### config.mk
export PLATFORM = sky130hd
export DESIGN_NAME = pbe_stream
export DESIGN_NICKNAME = d
export VERILOG_FILES = /design/src/rtl/pbe_pkg.sv /design/src/rtl/pbe_stream_lsb_index_enc.sv /design/src/rtl/pbe_stream.sv
export SDC_FILE = /design/constraint.sdc
export NUM_CORES = 1
export LEC_CHECK = 0
export BUFFER_PORTS_ARGS = -buffer_cell sky130_fd_sc_hd__buf_2
export CORE_MARGIN = 2
export CORE_UTILIZATION = 44
export CTS_CLUSTER_SIZE = 40
export DETAILED_ROUTE_END_ITERATION = 10
export GPL_TIMING_DRIVEN = 0
export PLACE_DENSITY = 0.72
export SYNTH_ARGS = -nofsm -noshare
export SYNTH_HDL_FRONTEND = slang
export SYNTH_SLANG_ARGS = --single-unit
export TNS_END_PERCENT = 100
### constraint.sdc
create_clock -name clk -period 2 [get_ports clk]
set_input_delay 0.4 -clock clk [delete_from_list [all_inputs] [get_ports clk]]
set_output_delay 0.4 -clock clk [all_outputs]
set_load 0.05 [all_outputs]
### src/rtl/pbe_pkg.sv
// Shared types and helpers for the sequential priority binary encoder.
// Imported by pbe_stream and its least-significant-one encoder.
package pbe_pkg;

  typedef enum logic {
    IDLE = 1'b0,
    EMIT = 1'b1
  } state_t;

  // Index width for an n-bit request vector; never below one bit.
  function automatic int idx_w(input int n);
    return (n < 2) ? 1 : $clog2(n);
  endfunction

endpackage

### src/rtl/pbe_stream_lsb_index_enc.sv
// Combinational least-significant-one encoder: mirror image of the one-hot decoder.
// Reports the lowest set index, whether any bit is set, and whether exactly one is set.
module lsb_index_enc
  import pbe_pkg::*;
#(
  parameter  int N  = 8,
  localparam int IW = idx_w(N)
) (
  input  logic [N-1:0]  vec,
  output logic [IW-1:0] idx,
  output logic          any,
  output logic          single
);

  localparam logic [N-1:0] ONE = {{(N-1){1'b0}}, 1'b1};

  logic [N-1:0] rest;

  // Scan from the top so the lowest set bit is the last one written.
  always_comb begin
    idx = '0;
    for (int i = N - 1; i >= 0; i--) begin
      if (vec[i]) idx = IW'(i);
    end
  end

  always_comb begin
    rest   = vec & (vec - ONE);
    any    = |vec;
    single = any && (rest == '0);
  end

endmodule

### src/rtl/pbe_stream.sv
// Sequential priority binary encoder: accepts a request mask and streams the index
// of every set bit, lowest first, one per output handshake.
//
// state | meaning
// IDLE  | ready for a new mask; all-zero masks are dropped with a zero_drop pulse
// EMIT  | presenting the lowest pending index until the consumer takes it
module pbe_stream
  import pbe_pkg::*;
#(
  parameter  int N  = 8,
  localparam int IW = idx_w(N)
) (
  input  logic          clk,
  input  logic          rst_n,
  input  logic          in_valid,
  output logic          in_ready,
  input  logic [N-1:0]  in_vec,
  output logic          out_valid,
  input  logic          out_ready,
  output logic [IW-1:0] out_idx,
  output logic          out_last,
  output logic          zero_drop
);

  localparam logic [N-1:0] ONE = {{(N-1){1'b0}}, 1'b1};

  state_t       state, state_nxt;
  logic [N-1:0] pending, pending_nxt;
  logic         zero_drop_nxt;

  logic [IW-1:0] enc_idx;
  logic          enc_any;
  logic          enc_single;

  lsb_index_enc #(.N(N)) u_enc (
    .vec    (pending),
    .idx    (enc_idx),
    .any    (enc_any),
    .single (enc_single)
  );

  always_ff @(posedge clk or negedge rst_n) begin
    if (!rst_n) begin
      state     <= IDLE;
      pending   <= '0;
      zero_drop <= 1'b0;
    end else begin
      state     <= state_nxt;
      pending   <= pending_nxt;
      zero_drop <= zero_drop_nxt;
    end
  end

  // Clearing the lowest set bit is the same as clearing the bit at enc_idx.
  always_comb begin
    state_nxt     = state;
    pending_nxt   = pending;
    zero_drop_nxt = 1'b0;
    unique case (state)
      IDLE: begin
        if (in_valid) begin
          if (in_vec != '0) begin
            pending_nxt = in_vec;
            state_nxt   = EMIT;
          end else begin
            zero_drop_nxt = 1'b1;
          end
        end
      end
      EMIT: begin
        if (!enc_any) begin
          state_nxt = IDLE;
        end else if (out_ready) begin
          pending_nxt = pending & (pending - ONE);
          if (enc_single) begin
            pending_nxt = '0;
            state_nxt   = IDLE;
          end
        end
      end
      default: begin
        state_nxt   = IDLE;
        pending_nxt = '0;
      end
    endcase
  end

  always_comb begin
    in_ready  = (state == IDLE);
    out_valid = (state == EMIT);
    out_idx   = enc_idx;
    out_last  = enc_single;
  end

endmodule

Yosys cells after proc, flatten, opt, wreduce, memory -nomap -nowiden
Index checks and enable logic that the tools add are counted.

Bitwise operators: 2. Reductions and logical operators: 5. Shifts and indexed selects: 0. Add/sub/neg operators: 1. $mul: 0. $lt $le $gt $ge: 0. Equal/unequal tests: 4. Multiplexer cells: 23. Div/mod/pow operators: 0.

Operator list (count): $mux W8 (5); $mux W3 (8); $pmux W8 S2 (1); $and A8 B8 Y8 (1); $logic_not A8 Y1 (1); $mux W1 (8); $reduce_bool A8 Y1 (1); $reduce_or A8 Y1 (1); $sub A8 B1 Y8 const B (1); $ne A2 B1 Y1 const B (2); $ne A2 B2 Y1 const B (2); $reduce_and A4 Y1 (1); $pmux W1 S2 (1); $logic_and A1 B1 Y1 (1); $not A1 Y1 (1).

Memories kept: 0. Word-level logic and storage cells: 38. Input bits: 12. Output and inout bits: 7. Memory bits (writable): 0. Bits in read-only memories: 0. Register bits: 10. Bits in latches: 0.

Longest topological paths before layout
Gate-level depths: netlist of the first run.

Word-level depth: 8. Mapped depth: 6. Depth with buffers taken out: 5.

By module
A second synthesis of the first run with hierarchy kept.

Cell total of the unflattened synthesis: 78. Area total of the unflattened synthesis: 676.9 µm².

Modules (own cells, without submodules): pbe_stream (seq. area each 250.2 µm², cells an instance 54, times used 1, area each 514.2 µm²); lsb_index_enc (seq. area each 0.0 µm², cells an instance 24, times used 1, area each 162.7 µm²).

Worst setup path after synthesis of the first run
No wires, ideal clock.

Path kind: register to output. Start: register pending[1]. End: output port out_last. Data arrival time: 2.522 ns. Cell stages (with the launch flop): 6. Setup slack: -0.922 ns. Required time: 1.600 ns. Buffers on the path: 1. Cell sequence: dfrtp_1 or4_1 buf_2 nor2_1 a31oi_1 a21boi_0.

Longest elaborated chain between the ends: 4. Elaborated cells on any way between the ends: 5. Those cells by class: 1 x add/sub; 1 x bitwise; 3 x reduce/logical.

Ends and longest elaborated chain: start: declaration (line pbe_stream.sv:28) `logic [N-1:0] pending, pending_nxt;`; start signal: assignment (line pbe_stream.sv:49) `pending <= pending_nxt;`; $sub A8 B1 Y8 (line pbe_stream_lsb_index_enc.sv:28) `rest = vec & (vec - ONE);`; $and A8 B8 Y8 (line pbe_stream_lsb_index_enc.sv:28); $logic_not A8 Y1 (line pbe_stream_lsb_index_enc.sv:30) `single = any && (rest == '0);`; $logic_and A1 B1 Y1 (*) (line pbe_stream_lsb_index_enc.sv:30); end: declaration (line pbe_stream.sv:21) `output logic out_last,`.

Mark *: on every way between the ends. The rest lies on a longest branch, timed or not.

Worst setup path after layout of the first run
Start: register pending[3]. End: output port out_last.

The elaborated chain is that of the path after synthesis.

==> results.json, run 1 <==
{
  "worst_reg2reg_path_startpoint": "pending[3]",
  "path_depth": 5,
  "fin_ws_ns": -0.3424,
  "critical_path_buf_inv_count": 1,
  "ys_seq_area_share_pct": 38.91,
  "timing.fmax_mhz": 426.9,
  "floorplan.initialDensity_pct": 48.22,
  "crit_arrival_ns": 1.94,
  "clock_tree_from_tritoncts": "built",
  "detail_route.first_pass.iterations": 4,
  "synthesis.nets": 90,
  "gp_congestion": 0.8025,
  "time_the_worst_path_needs_with_i_o_delays_and_setup_ns": 2.342,
  "max_cap_violations": 0,
  "crit_path_max_incr_delay_ns": 0.61,
  "vias": 723,
  "hp-class": "in2reg",
  "critical_path_source": "pending[3]",
  "die_area_um2": 1783,
  "synthDistinctLibCells": 29,
  "syn-cell-area_um2": 643.1,
  "drc": 0,
  "number_of_buffers_on_the_longest_clock_path": 2,
  "worst_ir_drop_vdd_v": 0.001033,
  "slew-limit-headroom_pct": 67.35,
  "setup_tns_ns": -1.571,
  "drive_gt1_share_pct": 40.19,
  "number_of_global_route_vias_before_repair": 707,
  "detail_route.wl_per_cell_um": 14.76,
  "area_growth_syn_to_layout_pct": 45.33,
  "syn_area_per_cell_um2": 8.245,
  "antenna_violations_before_repair": 0,
  "mostFrequentLayoutCells": "sky130_fd_sc_hd__buf_2, sky130_fd_sc_hd__nand2_1, sky130_fd_sc_hd__dfrtp_1",
  "worst_setup_path_endpoint": "out_last",
  "vias_per_cell": 5.926,
  "std_cell_rows": 13,
  "yosys_warning_total": 0,
  "setup-violations-final": 9,
  "clk_pin_slew_worst_paths_ns": 0.08,
  "critPathKind": "reg2out",
  "boundaryPins": 19,
  "clock_insertion_delay_worst_skew_ns": 0.26,
  "drt_iter0_drc": 16,
  "final-hold-violation-count": 0,
  "wire_length_of_the_first_global_routing_pass_um": 3174,
  "io_buffers": 18,
  "timing.critical_path.required_ns": 1.60,
  "critical_path_peak_fanout": 6,
  "post_synth_inst_count": 78,
  "worst_clock_skew_ns": 0.0009963,
  "violated_checks": "negative setup slack",
  "slew_viol_final": 0,
  "design_area_um2": 934.6,
  "placement.cell_area_um2": 767.0,
  "crit_chain": "or4_4, xor2_1, nand3_2, a21boi_4, buf_6",
  "crit_family": "simple AND/OR/NAND/NOR gates",
  "clock_sinks": 10,
  "post-route-period-util_pct": 117.1,
  "status": "finished, violations left",
  "ctsRootBufferMaster": "sky130_fd_sc_hd__clkbuf_4",
  "length_in_cells_of_the_worst_reg_to_reg_path": 4,
  "grt_util_all_layers_pct": 22.62,
  "grt_start_max_net_pins": 11,
  "pre_cts_slack_ns": -0.3858,
  "power-per-cell-area_nw_per_um2": 2092,
  "total_leakage_power_nw": 0.4354,
  "worst-slew-pin-transition_ns": 0.4897,
  "overflow": 0,
  "cts_max_level": 1,
  "floorplan.die.height_um": 42.23,
  "crit-reg2reg-capture": "pending[3]",
  "die_width_um": 42.23,
  "design.final.nets": 120,
  "worstSetupStartpointType": "register",
  "rsz0062_at_grt": "true",
  "ant_nets": 0,
  "numCtsBuffers": 3,
  "critical_path.endpoint_type": "primary output",
  "timing.reg2reg.setup_slack_ns": -0.18,
  "total_wire_length_um": 1801,
  "placeableCoreArea_um2": 1334,
  "insertedDiodeCount": 0,
  "critPathSlowestCell": "sky130_fd_sc_hd__or4_4",
  "ys_ff_latch": 10
}
[metrics by stage]
stage	utilization (%)	total power [W]	std cells	hold WS [ns]
final	70.08	0.001955	122	0.3554
after global placement	57.50	0.001434	111	0.2705
after global routing	70.08	0.002077	122	0.3657
after CTS	69.32	0.001918	122	0.3468
after floorplan	-	0.001233	78	0.1044
after detailed placement	57.50	0.001457	111	0.2765
[worst min-delay path by stage]
stage / cells past startpoint / startpoint / to / slack (ns)
after CTS: 3 / in_vec[7] / pending[7] / 0.35
after global placement: 1 / rst_n / pending[5] / 0.27
after detailed placement: 1 / rst_n / pending[4] / 0.28
after floorplan: 0 / rst_n / out_valid / 0.10
after global routing: 3 / in_vec[1] / pending[1] / 0.37
final: 3 / in_vec[2] / pending[2] / 0.36
[state kept, by name, indices dropped and copies added, names as in the netlist]
name       cells
pending        8
out_valid      1
zero_drop      1
[where the power goes]
| group | internal (W) | switching (W) | total (W) | leakage (nW) |
|---|---|---|---|---|
| logic | 0.000523 | 0.000877 | 0.00140 | 0.292 |
| clock network | 0.000110 | 0.0000784 | 0.000189 | 0.0210 |
| registers | 0.000290 | 0.0000771 | 0.000367 | 0.122 |
[worst register-to-register path, delay by kind of cell, from the launching register on]
kind	cells	cell delay [ns]
flip-flops	1	0.41
AND/OR/NAND/NOR	2	1.14
AO/OA/AOI/OAI	2	0.57
[logic make-up after synthesis]
family | share of synthesized area (%)
AO/OA/AOI/OAI | 26.27
XOR/XNOR | 2.724
adder cells (fa/ha/maj) | 1.556
buffers and inverters | 5.641
flip-flops | 38.91
AND/OR/NAND/NOR | 24.90
[final cells by class]
type	count	area (um2)
Tap cell	15	18.77
Timing Repair Buffer	26	168.9
Inverter	4	15.01
Clock buffer	4	36.28
Buffer	4	17.52
Fill cell	102	399.1
Sequential cell	10	252.7
Multi-Input combinational cell	59	425.4
[synth_stat cells (all sizes together)]
library cell  count  share of area, %
a31oi             2               1.9
o311a             1               1.6
or3               1              0.97
nor4              3               2.9
and3              1              0.97
nor3              2               1.6
inv               4               2.3
or4               1               1.2
dfrtp            10                39
a22oi             1               1.2
xnor2             1               1.4
nand3             1              0.78
or4b              1               2.1
nor2              6               3.5
o21bai            1               1.2
nand2            17               9.9
a21oi             4               3.1
buf               2               1.6
maj3              1               1.6
a221o             2               3.1
o31a              1               1.4
a21boi            1               1.2
xor2              1               1.4
o21ai             6               4.7
a32oi             3               7.0
clkbuf            3               1.8
nor2b             1              0.97
[layer usage]
metal	GRT usage, %	wire length (um)
met5	0	0
met1	29.52	772
met4	6.250	33
met3	2.586	89
met2	39.08	907
[repair_timing]
item,in CTS,in global routing
gates resized for setup,17,3
setup endpoints to repair,9,10
pin swaps,16,3
buffers inserted,6,1
hold endpoints to repair,10,0
hold buffers,1,0
Power figures use the tool's default switching activity.
==> run 2, diff against run 1 <==
- ABC_AREA: not set -> 1
- CORE_UTILIZATION: 44 -> 46
- PLACE_DENSITY: 0.72 -> 0.73
==> run 2 against run 1 <==
- the flow still finishes with violations (negative setup slack)
- critical path depth grew 4
- area after synthesis rose by 20%
- cell count is 23% higher
- setup slack better by 0.29 ns
- clock power grew 6%
- count of clock-buffer cells in the layout stayed put
- cell area up 11%
- global-route usage down 1.4 points
- non-clock buffer count shrank 4
- sequential power up 4%
- critical path type unchanged
- highest routed layer unchanged
==> results.json, run 2 <==
{
  "status": "finished, violations left",
  "violated_checks": "negative setup slack",
  "multi_input_area_um2": 475.5,
  "max_cap_violations": 0,
  "ys_ff_latch": 10,
  "hold-path-cell-count": 3,
  "synth_largest_area_cell": "sky130_fd_sc_hd__dfrtp_1",
  "pre_cts_slack_ns": 0.2404,
  "die_area_um2": 2028,
  "hp-class": "in2reg",
  "drt_iter0_drc": 13,
  "grt_util_all_layers_pct": 21.24,
  "area_growth_syn_to_layout_pct": 34.25,
  "final-hold-violation-count": 0,
  "slew_viol_final": 0,
  "synthTopCellsByCount": "sky130_fd_sc_hd__nand2_1, sky130_fd_sc_hd__nor2_1, sky130_fd_sc_hd__dfrtp_1, sky130_fd_sc_hd__inv_1, sky130_fd_sc_hd__o21ai_0",
  "timing.critical_path.required_ns": 1.60,
  "syn-cell-area_um2": 774.5,
  "post-place-cells": 140,
  "timing.reg2reg.setup_slack_ns": 0.51,
  "vias_per_cell": 5.213,
  "overflow": 0,
  "power-per-cell-area_nw_per_um2": 2163,
  "mostFrequentLayoutCells": "sky130_fd_sc_hd__nand2_1, sky130_fd_sc_hd__buf_2, sky130_fd_sc_hd__nand2_2",
  "dp.final_hpwl_um": 1368,
  "fillerInstances": 127,
  "fin_util_pct": 67.45,
  "yosys.area.top_type_share_pct": 32.31,
  "timing.fmax_mhz": 486.8,
  "synth-edff-count": 0,
  "finalNonFillerCells": 150,
  "clock_tree_from_tritoncts": "built",
  "ant_nets": 0,
  "netlist_top_cells_area": "sky130_fd_sc_hd__dfrtp_1, sky130_fd_sc_hd__nand2_1, sky130_fd_sc_hd__o21ai_2",
  "critical_path.endpoint_type": "primary output",
  "worst-slew-pin-transition_ns": 0.3322,
  "design.final.nets": 147,
  "clock_insertion_delay_worst_skew_ns": 0.29,
  "whs_endpoint": "zero_drop",
  "crit_arrival_ns": 1.65,
  "area.sequential_um2": 251.5,
  "floorplan.die.height_um": 45.03,
  "numCtsBuffers": 3,
  "syn_area_per_cell_um2": 7.307,
  "most_common_cell_in_the_synthesized_netlist": "sky130_fd_sc_hd__nand2_1",
  "post-route-period-util_pct": 102.7,
  "time_the_worst_path_needs_with_i_o_delays_and_setup_ns": 2.054,
  "number_of_flip_flops_under_the_largest_register_name": 8,
  "die_width_um": 45.03,
  "length_in_cells_of_the_worst_reg_to_reg_path": 10,
  "setup_tns_ns": -0.05438,
  "clk_pin_slew_worst_paths_ns": 0.08,
  "worstHoldStart": "in_valid",
  "synthesis.nets": 118,
  "worstSetupStartpointType": "register",
  "drive_gt1_share_pct": 50.75,
  "gp_congestion": 0.8515,
  "worst_reg2reg_path_startpoint": "pending[1]",
  "yosys_most_used_dff": "sky130_fd_sc_hd__dfrtp_1",
  "critical_path_peak_fanout": 5,
  "total_leakage_power_nw": 0.5167,
  "clock_sinks": 10,
  "number_of_global_route_vias_before_repair": 729,
  "insertedDiodeCount": 0,
  "antenna_violations_before_repair": 0,
  "vias": 782,
  "fin_ws_ns": -0.05438,
  "critical_path_source": "pending[1]",
  "async_reset_ff_share_pct": 100.0,
  "detail_route.first_pass.iterations": 6,
  "worst_clock_skew_ns": 0.003163,
  "post_synth_inst_count": 106,
  "io_buffers": 18,
  "slew-limit-headroom_pct": 77.62,
  "total_wire_length_um": 2029,
  "std_cell_rows": 14,
  "most_common_cell_after_layout_fill_and_taps_aside": "sky130_fd_sc_hd__nand2_1",
  "cts_max_level": 1,
  "ctsRootBufferMaster": "sky130_fd_sc_hd__clkbuf_4",
  "max_flop_register": "pending",
  "drc": 0,
  "floorplan.initialDensity_pct": 50.24,
  "ys_seq_area_share_pct": 32.31,
  "grt_start_max_net_pins": 11,
  "worst_ir_drop_vdd_v": 0.001189,
  "critPathKind": "reg2out",
  "wire_length_of_the_first_global_routing_pass_um": 3098,
  "rsz0062_at_grt": "true",
  "placeableCoreArea_um2": 1541,
  "detail_route.wl_per_cell_um": 13.53,
  "yosys_warning_total": 0,
  "hold_ws_ns": 0.3469,
  "setup-violations-final": 1,
  "crit-reg2reg-capture": "pending[2]",
  "boundaryPins": 19,
  "synthDistinctLibCells": 21,
  "number_of_buffers_on_the_longest_clock_path": 2
}
## run 2: cell count changes after synthesis, moves of 4 or more
cell | before | now
sky130_fd_sc_hd__inv_1 | 4 | 10
sky130_fd_sc_hd__inv_2 | 0 | 4
sky130_fd_sc_hd__nand2_1 | 17 | 28
sky130_fd_sc_hd__nand2_2 | 0 | 5
sky130_fd_sc_hd__nor2_1 | 6 | 12
sky130_fd_sc_hd__o21ai_0 | 3 | 9
sky130_fd_sc_hd__o21ai_2 | 0 | 7
## run 2: logic make-up after synthesis
| group | after synthesis | synth area share, % |
|---|---|---|
| simple gates | 57 | 36.19 |
| buf+inv | 18 | 12.12 |
| compound gates | 21 | 19.39 |
| flops | 10 | 32.31 |
## run 2: timing repair
item / CTS / global route
hold buffers: 1 / 0
pin swaps: 1 / 8
buffers inserted: 2 / 3
setup endpoints to repair: 1 / 2
hold endpoints to repair: 10 / 0
resized for setup: 3 / 18
## run 2: metal layers
metal / global-route usage (%) / vias to the layer above / wire, um
met5: 0 / - / 0
met4: 10.59 / 0 / 38
met3: 2.400 / 5 / 78
met2: 37.43 / 18 / 1035
met1: 25.25 / 371 / 876
li1: - / 388 / -
## run 2: worst max-delay path by stage
stage | to | slack [ns] | cells after the start
3_5_place_dp | out_last | 0.24 | 7
5_1_grt | out_last | -0.1 | 7
4_1_cts | out_last | 0.01 | 7
6_report | out_last | -0.05 | 9
2_1_floorplan | out_idx[0] | 0.14 | 5
3_3_place_gp | out_last | 0.23 | 7
## run 2: area by class of cell
type	count	area share (%)
plain buffers	2	3.008
clock buffers	4	3.490
inverters	16	6.017
multi-input cells	78	45.73
flip-flops and latches	10	24.19
well taps	16	1.925
repair buffers	24	15.64
## run 2: worst max-delay path, cell delays in order, from the launching register on
cell	delay, ns
sky130_fd_sc_hd__dfrtp_1	0.42
sky130_fd_sc_hd__nor2_4	0.21
sky130_fd_sc_hd__nand2_4	0.09
sky130_fd_sc_hd__buf_12	0.13
sky130_fd_sc_hd__inv_4	0.06
sky130_fd_sc_hd__nand2_1	0.06
sky130_fd_sc_hd__nand2_1	0.08
sky130_fd_sc_hd__inv_2	0.04
sky130_fd_sc_hd__and3_4	0.14
sky130_fd_sc_hd__buf_8	0.14
## run 2: metrics by stage
stage / total power (W) / instance area, um2
6_report: 0.002249 / 1040
5_1_grt: 0.002364 / 1040
4_1_cts: 0.001964 / 954.7
3_5_place_dp: 0.001694 / 884.6
3_3_place_gp: 0.001674 / 884.6
2_1_floorplan: 0.001448 / 774.5
## run 2: power by group
part | total (W) | internal (W) | switching, W
registers | 0.000382 | 0.000281 | 0.000101
clock network | 0.000200 | 0.000111 | 0.0000885
logic | 0.00167 | 0.000625 | 0.00104
total | 0.00225 | 0.00102 | 0.00123
==> run 3, diff against run 2 <==
- CORE_UTILIZATION: 46 -> 55
- PLACE_DENSITY: 0.73 -> 0.82
- clock period: 2 -> 2.55 ns (I/O delays scaled with it)
==> run 3 against run 2 <==
- the flow now finishes without violations
- critical endpoint unchanged
- via count rose by 0.77%
- cell count fell by 4.7%
- die area is 15% lower
- cell area shrank 12%
- global-route usage grew 3.2 points
- combinational power fell by 38%
- register-to-register slack gained 0.69 ns
- setup slack better by 0.38 ns
- clock skew about the same
- critical path depth shrank 2
- utilization is 3.2 points higher
==> results.json, run 3 (same netlist as run 2, synthesis figures left out) <==
{
  "timing.reg2reg.setup_slack_ns": 1.20,
  "post-place-cells": 139,
  "clock_tree_from_tritoncts": "built",
  "rsz0062_at_grt": "false",
  "p_comb_share_pct": 70.2,
  "grt_start_max_net_pins": 11,
  "setup_tns_ns": 0,
  "hp-class": "in2async",
  "mostFrequentLayoutCells": "sky130_fd_sc_hd__nand2_1, sky130_fd_sc_hd__buf_2, sky130_fd_sc_hd__nor2_1",
  "most_common_cell_after_layout_fill_and_taps_aside": "sky130_fd_sc_hd__nand2_1",
  "power_report.internal_total_w": 0.0006272,
  "hold_ws_ns": 0.08551,
  "slew_viol_final": 0,
  "timing.fmax_mhz": 449.5,
  "design_area_um2": 919.6,
  "wire_length_of_the_first_global_routing_pass_um": 3243,
  "ctsRootBufferMaster": "sky130_fd_sc_hd__clkbuf_4",
  "die_area_um2": 1724,
  "status": "finished, final reports clean",
  "antenna_violations_before_repair": 0,
  "worst-slew-pin-transition_ns": 0.2394,
  "insertedDiodeCount": 0,
  "std_cell_rows": 13,
  "worstSetupStartpointType": "register",
  "postCtsSetupBuffers": 0,
  "total_leakage_power_nw": 0.4759,
  "setup-violations-final": 0,
  "worst_ir_drop_vdd_v": 0.0008248,
  "timing.critical_path.required_ns": 2.04,
  "ant_nets": 0,
  "crit-reg2reg-capture": "pending[2]",
  "design.final.nets": 141,
  "placeableCoreArea_um2": 1301,
  "vias": 788,
  "critical_path_peak_fanout": 4,
  "number_of_flip_flops_under_the_largest_register_name": 8,
  "time_the_worst_path_needs_with_i_o_delays_and_setup_ns": 2.225,
  "clock_insertion_delay_worst_skew_ns": 0.27,
  "numCtsBuffers": 3,
  "dp.final_hpwl_um": 1375,
  "finalNonFillerCells": 143,
  "power-per-cell-area_nw_per_um2": 1618,
  "drive_gt1_share_pct": 38.28,
  "floorplan.initialDensity_pct": 59.52,
  "critPathKind": "reg2out",
  "drt_iter0_drc": 32,
  "vias_per_cell": 5.510,
  "clk_pin_slew_worst_paths_ns": 0.07,
  "power_switching_w": 0.0008605,
  "crit_arrival_ns": 1.71,
  "fillerInstances": 106,
  "worst_clock_skew_ns": 0.003043,
  "power.share.clock_pct": 9.9,
  "detail_route.wl_per_cell_um": 12.60,
  "area.sequential_um2": 250.2,
  "slew-limit-headroom_pct": 83.87,
  "io_buffers": 18,
  "p_sw_share_pct": 57.84,
  "post-route-period-util_pct": 87.24,
  "gp_congestion": 0.8223,
  "length_in_cells_of_the_worst_reg_to_reg_path": 9,
  "floorplan.die.height_um": 41.53,
  "detail_route.first_pass.iterations": 5,
  "number_of_buffers_on_the_longest_clock_path": 2,
  "drc": 0,
  "total_wire_length_um": 1802,
  "worst_reg2reg_path_startpoint": "pending[4]",
  "power.sequential.fraction_pct": 19.9,
  "boundaryPins": 19,
  "clock_sinks": 10,
  "postCtsResizedCells": 0,
  "number_of_global_route_vias_before_repair": 770,
  "multi_input_area_um2": 430.4,
  "placement.cell_area_um2": 883.3,
  "grt_util_all_layers_pct": 24.41,
  "max_cap_violations": 0,
  "area_growth_syn_to_layout_pct": 18.74,
  "final-hold-violation-count": 0,
  "hold_buffers": 0,
  "max_flop_register": "pending",
  "cts_max_level": 1,
  "fin_util_pct": 70.67,
  "die_width_um": 41.53,
  "critical_path.endpoint_type": "primary output",
  "overflow": 0
}
run 3: worst max path at each step:
stage / slack [ns] / cells past startpoint / start / endpoint
3_3_place_gp: 0.68 / 7 / pending[1] / out_last
3_5_place_dp: 0.68 / 7 / pending[1] / out_last
6_report: 0.33 / 7 / pending[3] / out_last
4_1_cts: 0.35 / 7 / pending[3] / out_last
5_1_grt: 0.20 / 7 / pending[1] / out_last
2_1_floorplan: 0.58 / 5 / pending[6] / out_idx[0]
run 3: critical path, cell delays in order (launching register included):
cell and delay [ns]:
sky130_fd_sc_hd__dfrtp_1 0.44, sky130_fd_sc_hd__nor2_4 0.18, sky130_fd_sc_hd__nand3_1 0.09, sky130_fd_sc_hd__nand2_1 0.10
sky130_fd_sc_hd__clkinv_1 0.07, sky130_fd_sc_hd__nor2_1 0.14, sky130_fd_sc_hd__and3_1 0.16, sky130_fd_sc_hd__buf_2 0.26
run 3: final cells by class:
cell class,instances,share of cell area (%)
Multi-Input combinational cell,78,46.80
Sequential cell,10,27.21
Timing Repair Buffer,18,9.796
Inverter,16,6.803
Clock buffer,4,3.946
Buffer,2,3.401
Tap cell,15,2.041
run 3: per-layer routing:
metal  GRT usage, %  up-vias  part of all wire, %
met5              0        -                    0
met4          8.387        0                  1.6
met3          6.957        6                  7.5
met2          43.75       44                   51
met1          27.27      359                   39
li1               -      379                    -
run 3: metrics by stage:
step	setup slack [ns]	power, W
finish	0.3253	0.001488
detailed placement	0.6803	0.001326
CTS	0.3485	0.001478
floorplan	0.5751	0.001136
global placement	0.6760	0.001306
global route	0.2045	0.001591
run 3: power groups by stage:
stage / Clock [W] / Combinational [W] / Sequential [W]
after floorplan: 0 / 0.000826 / 0.000310
after global placement: 0 / 0.00101 / 0.000294
after detailed placement: 0 / 0.00103 / 0.000296
after CTS: 0.000146 / 0.00104 / 0.000293
after global routing: 0.000159 / 0.00113 / 0.000304
final: 0.000147 / 0.00104 / 0.000297
